### src/rtl/irq_req_pkg.sv
// Shared types and defaults for the irq_requester block.
// The channel state encoding is published both as an enum (for debug and
// tooling) and as plain localparam constants used by the channel FSM.
package irq_req_pkg;

    typedef enum logic [1:0] {
        IDLE     = 2'd0,
        ASSERT   = 2'd1,
        WAIT_LOW = 2'd2
    } irq_chan_state_e;

    localparam int NUM_IRQ_DEFAULT     = 16;
    localparam int TIMEOUT_CYC_DEFAULT = 1024;

    localparam logic [1:0] ST_IDLE     = IDLE;
    localparam logic [1:0] ST_ASSERT   = ASSERT;
    localparam logic [1:0] ST_WAIT_LOW = WAIT_LOW;

endpackage

### src/rtl/irq_req_chan.sv
// One irq/eoi channel: eoi synchroniser, IDLE/ASSERT/WAIT_LOW handshake FSM
// and, when IRQ_REQUESTER_TIMEOUT_EN is defined, a saturating ASSERT-time
// counter that forces release after TIMEOUT_CYC cycles without an eoi.
module irq_req_chan
    import irq_req_pkg::*;
#(
    parameter int SYNC_STAGES = 2,
    parameter int TIMEOUT_CYC = TIMEOUT_CYC_DEFAULT
) (
    input  logic clk,
    input  logic rstn,
    input  logic start_i,
    input  logic eoi_i,
    output logic irq_o,
    output logic busy_o,
    output logic eoi_s_o,
    output logic complete_o,
    output logic timed_out_o
);

    logic [SYNC_STAGES-1:0] eoi_sync_q;
    logic                   eoi_s;
    logic [1:0]             state_q;
    logic [1:0]             state_d;
    logic                   irq_q;
    logic                   timeout_fire;
    logic                   complete;
    logic                   timed_out;

    // Shift the asynchronous eoi pad through the synchroniser chain.
    always_ff @(posedge clk or negedge rstn) begin
        if (!rstn) begin
            eoi_sync_q <= '0;
        end else begin
            eoi_sync_q <= {eoi_sync_q[SYNC_STAGES-2:0], eoi_i};
        end
    end

    assign eoi_s = eoi_sync_q[SYNC_STAGES-1];

`ifdef IRQ_REQUESTER_TIMEOUT_EN
    localparam int CNT_W = $clog2(TIMEOUT_CYC + 1);
    localparam logic [CNT_W-1:0] CNT_MAX  = '1;
    localparam logic [CNT_W-1:0] CNT_LAST = CNT_W'(TIMEOUT_CYC - 1);

    logic [CNT_W-1:0] cnt_q;
    logic [CNT_W-1:0] cnt_d;

    // Count cycles spent in ASSERT, restarting from zero on every new request.
    always_comb begin
        cnt_d = cnt_q;
        if (state_q == ST_IDLE && start_i) begin
            cnt_d = '0;
        end else if (state_q == ST_ASSERT && cnt_q != CNT_MAX) begin
            cnt_d = cnt_q + CNT_W'(1);
        end
    end

    // Hold the ASSERT-time counter.
    always_ff @(posedge clk or negedge rstn) begin
        if (!rstn) begin
            cnt_q <= '0;
        end else begin
            cnt_q <= cnt_d;
        end
    end

    assign timeout_fire = (state_q == ST_ASSERT) && (cnt_q == CNT_LAST);
`else
    logic unused_timeout_cfg;
    assign unused_timeout_cfg = (TIMEOUT_CYC > 0);
    assign timeout_fire       = 1'b0;
`endif

    // Next-state logic; a real eoi takes priority over a coincident timeout.
    always_comb begin
        state_d   = state_q;
        complete  = 1'b0;
        timed_out = 1'b0;
        case (state_q)
            ST_IDLE: begin
                if (start_i) begin
                    state_d = ST_ASSERT;
                end
            end
            ST_ASSERT: begin
                if (eoi_s) begin
                    state_d  = ST_WAIT_LOW;
                    complete = 1'b1;
                end else if (timeout_fire) begin
                    state_d   = ST_WAIT_LOW;
                    complete  = 1'b1;
                    timed_out = 1'b1;
                end
            end
            ST_WAIT_LOW: begin
                if (!eoi_s) begin
                    state_d = ST_IDLE;
                end
            end
            default: begin
                state_d = ST_IDLE;
            end
        endcase
    end

    // Register the state and the irq pad driver together.
    always_ff @(posedge clk or negedge rstn) begin
        if (!rstn) begin
            state_q <= ST_IDLE;
            irq_q   <= 1'b0;
        end else begin
            state_q <= state_d;
            irq_q   <= (state_d == ST_ASSERT);
        end
    end

    assign irq_o       = irq_q;
    assign busy_o      = (state_q != ST_IDLE);
    assign eoi_s_o     = eoi_s;
    assign complete_o  = complete;
    assign timed_out_o = timed_out;

endmodule

### src/rtl/irq_requester.sv
// Off-chip end of the IRQ/EOI pad protocol. Raises irq per channel on
// request, waits for the SoC's eoi, drops irq, waits for eoi to release and
// then reports completion one channel per cycle, lowest index first.
// Optional forced release on timeout: define IRQ_REQUESTER_TIMEOUT_EN.
module irq_requester
    import irq_req_pkg::*;
#(
    parameter int NUM_IRQ     = NUM_IRQ_DEFAULT,
    parameter int SYNC_STAGES = 2,
    parameter int TIMEOUT_CYC = TIMEOUT_CYC_DEFAULT,
    parameter int ID_W        = $clog2(NUM_IRQ)
) (
    input  logic               clk,
    input  logic               rstn,
    input  logic               req_valid,
    input  logic [ID_W-1:0]    req_id,
    output logic               req_ready,
    output logic [NUM_IRQ-1:0] irq,
    input  logic [NUM_IRQ-1:0] eoi,
    output logic [NUM_IRQ-1:0] busy,
    output logic               done_valid,
    output logic [ID_W-1:0]    done_id,
    output logic               done_timeout
);

    logic [NUM_IRQ-1:0] eoi_s;
    logic [NUM_IRQ-1:0] start_vec;
    logic [NUM_IRQ-1:0] complete_vec;
    logic [NUM_IRQ-1:0] timed_out_vec;
    logic [NUM_IRQ-1:0] done_pend_q;
    logic [NUM_IRQ-1:0] done_pend_d;
    logic [NUM_IRQ-1:0] to_pend_q;
    logic [NUM_IRQ-1:0] to_pend_d;
    logic [NUM_IRQ-1:0] pick_onehot;
    logic [ID_W-1:0]    pick_idx;
    logic               pick_valid;
    logic               pick_to;
    logic               req_blocked;
    logic               done_valid_q;
    logic [ID_W-1:0]    done_id_q;
    logic               done_timeout_q;

    for (genvar g = 0; g < NUM_IRQ; g++) begin : g_chan
        irq_req_chan #(
            .SYNC_STAGES (SYNC_STAGES),
            .TIMEOUT_CYC (TIMEOUT_CYC)
        ) u_chan (
            .clk         (clk),
            .rstn        (rstn),
            .start_i     (start_vec[g]),
            .eoi_i       (eoi[g]),
            .irq_o       (irq[g]),
            .busy_o      (busy[g]),
            .eoi_s_o     (eoi_s[g]),
            .complete_o  (complete_vec[g]),
            .timed_out_o (timed_out_vec[g])
        );
    end

    // A channel is ready only when idle and its synced eoi is low (no stale ack).
    always_comb begin
        req_blocked = 1'b1;
        for (int i = 0; i < NUM_IRQ; i++) begin
            if (req_id == ID_W'(i)) begin
                req_blocked = busy[i] | eoi_s[i];
            end
        end
    end

    assign req_ready = ~req_blocked;

    // Steer an accepted request to its channel.
    always_comb begin
        start_vec = '0;
        for (int i = 0; i < NUM_IRQ; i++) begin
            start_vec[i] = req_valid && req_ready && (req_id == ID_W'(i));
        end
    end

    // Pick the lowest-index pending completion.
    always_comb begin
        pick_valid  = 1'b0;
        pick_idx    = '0;
        pick_to     = 1'b0;
        pick_onehot = '0;
        for (int i = NUM_IRQ - 1; i >= 0; i--) begin
            if (done_pend_q[i]) begin
                pick_valid     = 1'b1;
                pick_idx       = ID_W'(i);
                pick_to        = to_pend_q[i];
                pick_onehot    = '0;
                pick_onehot[i] = 1'b1;
            end
        end
    end

    // Retire the emitted completion and queue any new ones.
    always_comb begin
        done_pend_d = (done_pend_q & ~pick_onehot) | complete_vec;
        to_pend_d   = (to_pend_q & ~pick_onehot) | (complete_vec & timed_out_vec);
    end

    // Register pend vectors and the completion report.
    always_ff @(posedge clk or negedge rstn) begin
        if (!rstn) begin
            done_pend_q    <= '0;
            to_pend_q      <= '0;
            done_valid_q   <= 1'b0;
            done_id_q      <= '0;
            done_timeout_q <= 1'b0;
        end else begin
            done_pend_q    <= done_pend_d;
            to_pend_q      <= to_pend_d;
            done_valid_q   <= pick_valid;
            done_id_q      <= pick_idx;
            done_timeout_q <= pick_valid & pick_to;
        end
    end

    assign done_valid   = done_valid_q;
    assign done_id      = done_id_q;
    assign done_timeout = done_timeout_q;

endmodule

### config.mk
export PLATFORM = sky130hd
export DESIGN_NAME = irq_requester
export DESIGN_NICKNAME = d
export VERILOG_FILES = /design/src/rtl/irq_req_pkg.sv /design/src/rtl/irq_req_chan.sv /design/src/rtl/irq_requester.sv
export SDC_FILE = /design/constraint.sdc
export NUM_CORES = 1
export LEC_CHECK = 0
export ABC_CLOCK_PERIOD_IN_PS = 4700
export CORE_MARGIN = 5
export CORE_UTILIZATION = 40
export DETAILED_ROUTE_END_ITERATION = 8
export GPL_ROUTABILITY_DRIVEN = 0
export GPL_TIMING_DRIVEN = 1
export PLACE_DENSITY_LB_ADDON = 0.05
export SLEW_MARGIN = 20
export SYNTH_ARGS = -nofsm -noshare
export SYNTH_HDL_FRONTEND = slang
export SYNTH_SLANG_ARGS = --single-unit
### constraint.sdc
create_clock -name clk -period 4.7 [get_ports clk]
set_clock_uncertainty 0.2 [all_clocks]
set_input_delay 0.94 -clock clk [delete_from_list [all_inputs] [get_ports clk]]
set_output_delay 0.94 -clock clk [all_outputs]
set_load 0.05 [all_outputs]
# Word-level counts from Yosys, hierarchy flattened
# Index checks and enable logic that the tools add are counted.
dict set report totals {
  regBits 118
  in_bits 23
}
dict set report classes {
  n_bitwise 22
  eq_ne 63
  reduce_logical 50
  muxes 176
}
# cell n
set op_table {}
lappend op_table {{$mux W16} 16}
lappend op_table {{$mux W2} 48}
lappend op_table {{$pmux W2 S3} 16}
lappend op_table {{$mux W1} 80}
lappend op_table {{$eq A2 B1 Y1 const B} 32}
lappend op_table {{$mux W4} 16}
lappend op_table {{$and A16 B16 Y16} 2}
lappend op_table {{$eq A2 B2 Y1 const B} 16}
lappend op_table {{$eq A4 B4 Y1 const B} 8}
lappend op_table {{$logic_not A2 Y1} 16}
lappend op_table {{$reduce_bool A2 Y1} 16}
lappend op_table {{$logic_and A1 B1 Y1} 17}
lappend op_table {{$eq A4 B3 Y1 const B} 4}
lappend op_table {{$not A16 Y16} 1}
lappend op_table {{$or A1 B1 Y1} 16}
lappend op_table {{$or A16 B16 Y16} 1}
lappend op_table {{$eq A4 B2 Y1 const B} 2}
lappend op_table {{$eq A4 B1 Y1 const B} 1}
lappend op_table {{$logic_not A4 Y1} 1}
lappend op_table {{$and A1 B1 Y1} 1}
lappend op_table {{$not A1 Y1} 1}

# Depth between registers and ports, before layout
dict set report logic_depth {
  ltp_word 24
  mapped_depth 9
}

# Hierarchy
# From an unflattened synthesis, not the netlist that was laid out.
dict set report unflattened {
  hier_cells 496
  area_unflattened_um2 5183.7
}
# mod cells_per_inst seq_area_each_um2 area_per_inst_um2 instances
set modules_own_cells {}
lappend modules_own_cells {irq_req_chan 16 125.1 188.9 16}
lappend modules_own_cells {irq_requester 240 950.9 2160.8 1}

# Worst setup path after synthesis
# Ideal clock, no wire load.
dict set report synth_path {
  kind {in2out}
  from {input port req_id[1]}
  to {output port req_ready}
  slack_ps 1155
  arrival_ps 2405
  required_time_ps 3560
  stages 8
  cell_sequence {buf_4 > o32a_1 > a21oi_2 > a21oi_1 > o21ba_1 > buf_6 > buf_4 > inv_1}
}
dict set report synth_via {
  elab_chain_cells 18
  word_cells_on_any_way 33
  cone_classes {eq/ne (15); mux (16); bitwise (1); reduce/logical (1)}
}
# element line
set synth_lines {}
lappend synth_lines {{from (decl)} irq_requester.sv:16} ;# input logic [ID_W-1:0] req_id,
lappend synth_lines {{$logic_not A4 Y1} irq_requester.sv:64} ;# if (req_id == ID_W'(i)) begin
lappend synth_lines {{$mux W1 (15 in series)} irq_requester.sv:64}
lappend synth_lines {{$mux W1 *} irq_requester.sv:64}
lappend synth_lines {{$not A1 Y1 *} irq_requester.sv:70} ;# assign req_ready = ~req_blocked;
lappend synth_lines {{to (decl)} irq_requester.sv:17} ;# output logic req_ready,
# Mark *: on every way between the ends. The rest lies on a longest branch, timed or not.

# Worst setup path in the final report
# Ends and elaborated chain as after synthesis.

==> run_results.csv <==
group,metric,value,unit
timing,tns,0,ns
clock_tree,cts_buffer_depth,2,
critical_path,end_kind,"output pin",
critical_path,crit_family,"buffers and inverters",
detailed_routing,finalWirelength,10900,um
critical_path,critPathMaxFanout,15,
timing,layout_min_cycle_time,4.21,ns
die,floorplan.initialDensity,41.1,%
global_route,antenna_found_initial,0,
clock_tree,cts_resized,0,
global_route,use_met3,5.48,%
critical_path,required,3.56,ns
finish,area.growth.synth_to_final,22.4,%
pwr,p_leak,2.76,nW
die,die_x,122,um
die,dieArea,14800,um2
critical_path,ff2ff_path_depth,7,
timing,worstMarginPinSlew,0.967,ns
pwr,p_total,0.00260,W
global_route,grt_use_total,16.1,%
detailed_routing,vias,3370,
logic_synthesis,syn_area_per_cell,11.0,um2
finish,final_util,50.3,%
logic_synthesis,yosysTopAreaCell,"dfrtp_1",
die,rows,40,
clock_tree,clk_latency,0.42,ns
logic_synthesis,synthFlopType,"dfrtp_1",
logic_synthesis,yosysTopAreaCellShare,59.3,%
critical_path,cp.arrival,3.07,ns
min_path,hold_path.class,"register to register",
critical_path,path_cells,"clkdlybuf4s50_1 -> nor2_1 -> a22o_1 -> o311ai_0 -> nand2_1 -> o21ba_1 -> inv_1 -> buf_4",
detailed_routing,first_pass_iters,4,
critical_path,setup.reg_to_reg.worst_slack,2.27,ns
clock_tree,cts-root-buf,"clkbuf_16",
finish,drive_gt1_share,12.5,%
logic_synthesis,synthCells,451,
logic_synthesis,yosys_warnings,0,
clock_tree,cts_buffers,17,
logic_synthesis,synthTopCellsByArea,"dfrtp_1 (59%), buf_4 (5.1%), o21ai_0 (2.4%)",
global_route,grt-ovfl-total,0,
detailed_routing,wl_per_cell,16.2,um
detailed_routing,avgViaCountPerCell,5.03,
logic_synthesis,ys_seq_area_share,59.3,%
detailed_routing,drt_iter0_drc,214,
run_status,outcome,"finished clean",
critical_path,critical_path_class,"input pin to output pin",
timing,rsz0062_at_grt,"false",
pwr,ir_drop,0.000236,V
global_route,grt_pass1_vias,3473,
clock_tree,postCtsSetupRepairBufs,0,
global_route,grt_pass1_wl,17800,um
detailed_routing,drc,0,
clock_tree,cts_hold_buf,0,
critical_path,path_depth,8,
die,core_area,12100,um2
clock_tree,clk_pin_slew,0.05,ns
logic_synthesis,synth_cell_types,48,
critical_path,cp_slowest_cell,"clkdlybuf4s50_1",
timing,setup_violations,0,
pwr,powerDensity,427,nW/um2
finish,nNetsFinal,512,
placed_design,hpwl,7870,um
global_route,grt_busiest_layer,"met2",
logic_synthesis,synth_edf_count,0,
global_route,grt_util_met2,24.6,%
placed_design,io_buffer_count,61,
timing,timing.final.ws_setup,0.486,ns
clock_tree,htree_num_levels,4,
finish,fill_cells,1138,
clock_tree,cts_tree,"built",
die,die_height,122,um
global_route,groute.layer.met1.usage,20.8,%
timing,relSlewSlack,35.5,%
logic_synthesis,syn-num-nets,474,
placed_design,dp_slack,0.493,ns
die,ios,62,
timing,hold_violations,0,
critical_path,max_stage_delay,0.77,ns
run,cap_violations,0,
critical_path,critical_path_buf_inv_count,3,
global_route,grt_max_degree,77,
critical_path,r2r-end,"g_chan[7].u_chan.irq_o",
clock_tree,cts.sinks,118,
critical_path,startpoint_type,"input pin",
logic_synthesis,async_reset_ff_share,100,%
finish,diodes,0,
critical_path,timing.rr.start,"g_chan[11].u_chan.state_q[1]",
critical_path,endpoint,"req_ready",
critical_path,setup.worst_path.start,"req_id[1]",
logic_synthesis,ys_ff_latch,118,
logic_synthesis,synth_area,4980,um2
detailed_routing,drtAntennaViolNets,0,
timing,max_freq,237,MHz
timing,slew_viol_final,0,
timing,fin_crit_sh,89.7,%
worst reg2reg max path, delay by kind of cell (launching register included):
family,cells,cell delay [ns]
compound gates,4,0.98
buf+inv,1,0.23
flops,1,0.41
simple gates,2,0.49
cell families (layout without fill, tap and decap cells):
group	Yosys count	count (layout)	synth area share, %
simple gates	146	146	16.0
xor+xnor	11	11	1.94
flops	118	118	59.3
buf+inv	67	118	7.95
compound gates	109	109	14.7
power by group:
part	internal [W]	switching, W
clock	0.000779	0.000480
combinational	0.0000919	0.000168
sequential	0.00105	0.0000283
how the worst min path moves through the flow:
stage / depth (start not counted) / slack [ns] / from / endpoint
global route: 0 / 0.15 / g_chan[6].u_chan.eoi_sync_q[0] / g_chan[6].u_chan.eoi_sync_q[1]
CTS: 0 / 0.15 / g_chan[1].u_chan.eoi_sync_q[0] / g_chan[1].u_chan.eoi_sync_q[1]
finish: 0 / 0.15 / g_chan[6].u_chan.eoi_sync_q[0] / g_chan[6].u_chan.eoi_sync_q[1]
detailed placement: 0 / 0.14 / g_chan[13].u_chan.eoi_sync_q[0] / g_chan[13].u_chan.eoi_sync_q[1]
floorplan: 0 / 0.13 / g_chan[0].u_chan.eoi_sync_q[0] / g_chan[0].u_chan.eoi_sync_q[1]
global placement: 0 / 0.13 / g_chan[7].u_chan.eoi_sync_q[0] / g_chan[7].u_chan.eoi_sync_q[1]
cell usage in the layout, fill, tap and decap left out, types with 11 or more instances in the layout:
master and count:
a21oi_1 20, and2_1 12, clkbuf_16 17, clkdlybuf4s50_1 59, dfrtp_1 118, inv_1 21, nand2_1 27, nand2b_1 17
nor2_1 20, nor3_1 18, o21ai_0 24, o22ai_1 16, or2_2 15, xor2_1 11
per-layer routing:
layer  wire, um  part of all wire, %
met4        209                  1.9
met2       5080                   47
met3        604                  5.6
met5          0                    0
met1       4980                   46
flip-flops by register name, summed over array words and instances (netlist names):
signal	count
to_pend_q	16
done_valid	1
done_pend_q	16
g_chan.u_chan.irq_o	16
g_chan.u_chan.state_q	32
done_id	4
g_chan.u_chan.eoi_sync_q	32
done_timeout	1
stage by stage:
stage	std cells	hold WS (ns)	area (um2)
finish	670	0.147	6090
global route	670	0.151	6090
CTS	670	0.149	6090
detailed placement	638	0.136	5510
global placement	638	0.132	5510
floorplan	451	0.131	4980
cells in the mapped netlist (3+ instances only):
master    instances
nand2b_1         17
a21oi_1          20
nor2_1           20
and2_1           12
inv_1            21
nor2b_1           7
o21ai_0          24
or2_2            15
or3b_2            5
o41ai_1           5
o22ai_1          16
a211o_1           3
nand3_1           6
nor4_1            4
o32ai_1          10
xor2_1           11
dfrtp_1         118
or4_1             3
nand2_1          27
a31oi_1           3
nor3_1           18
clkbuf_1          9
or3_1             3
buf_4            34
a21boi_0         10
layout make-up:
cell class | instances | area [um2] | share of cell area, %
multi-input cells | 266 | 1630 | 26.7
inverters | 21 | 78.8 | 1.29
flip-flops and latches | 118 | 2950 | 48.5
clock buffers | 17 | 425 | 6.99
well taps | 168 | 210 | 3.45
repair buffers | 65 | 636 | 10.4
clock inverters | 15 | 158 | 2.59
(Power assumes the default switching activity.)
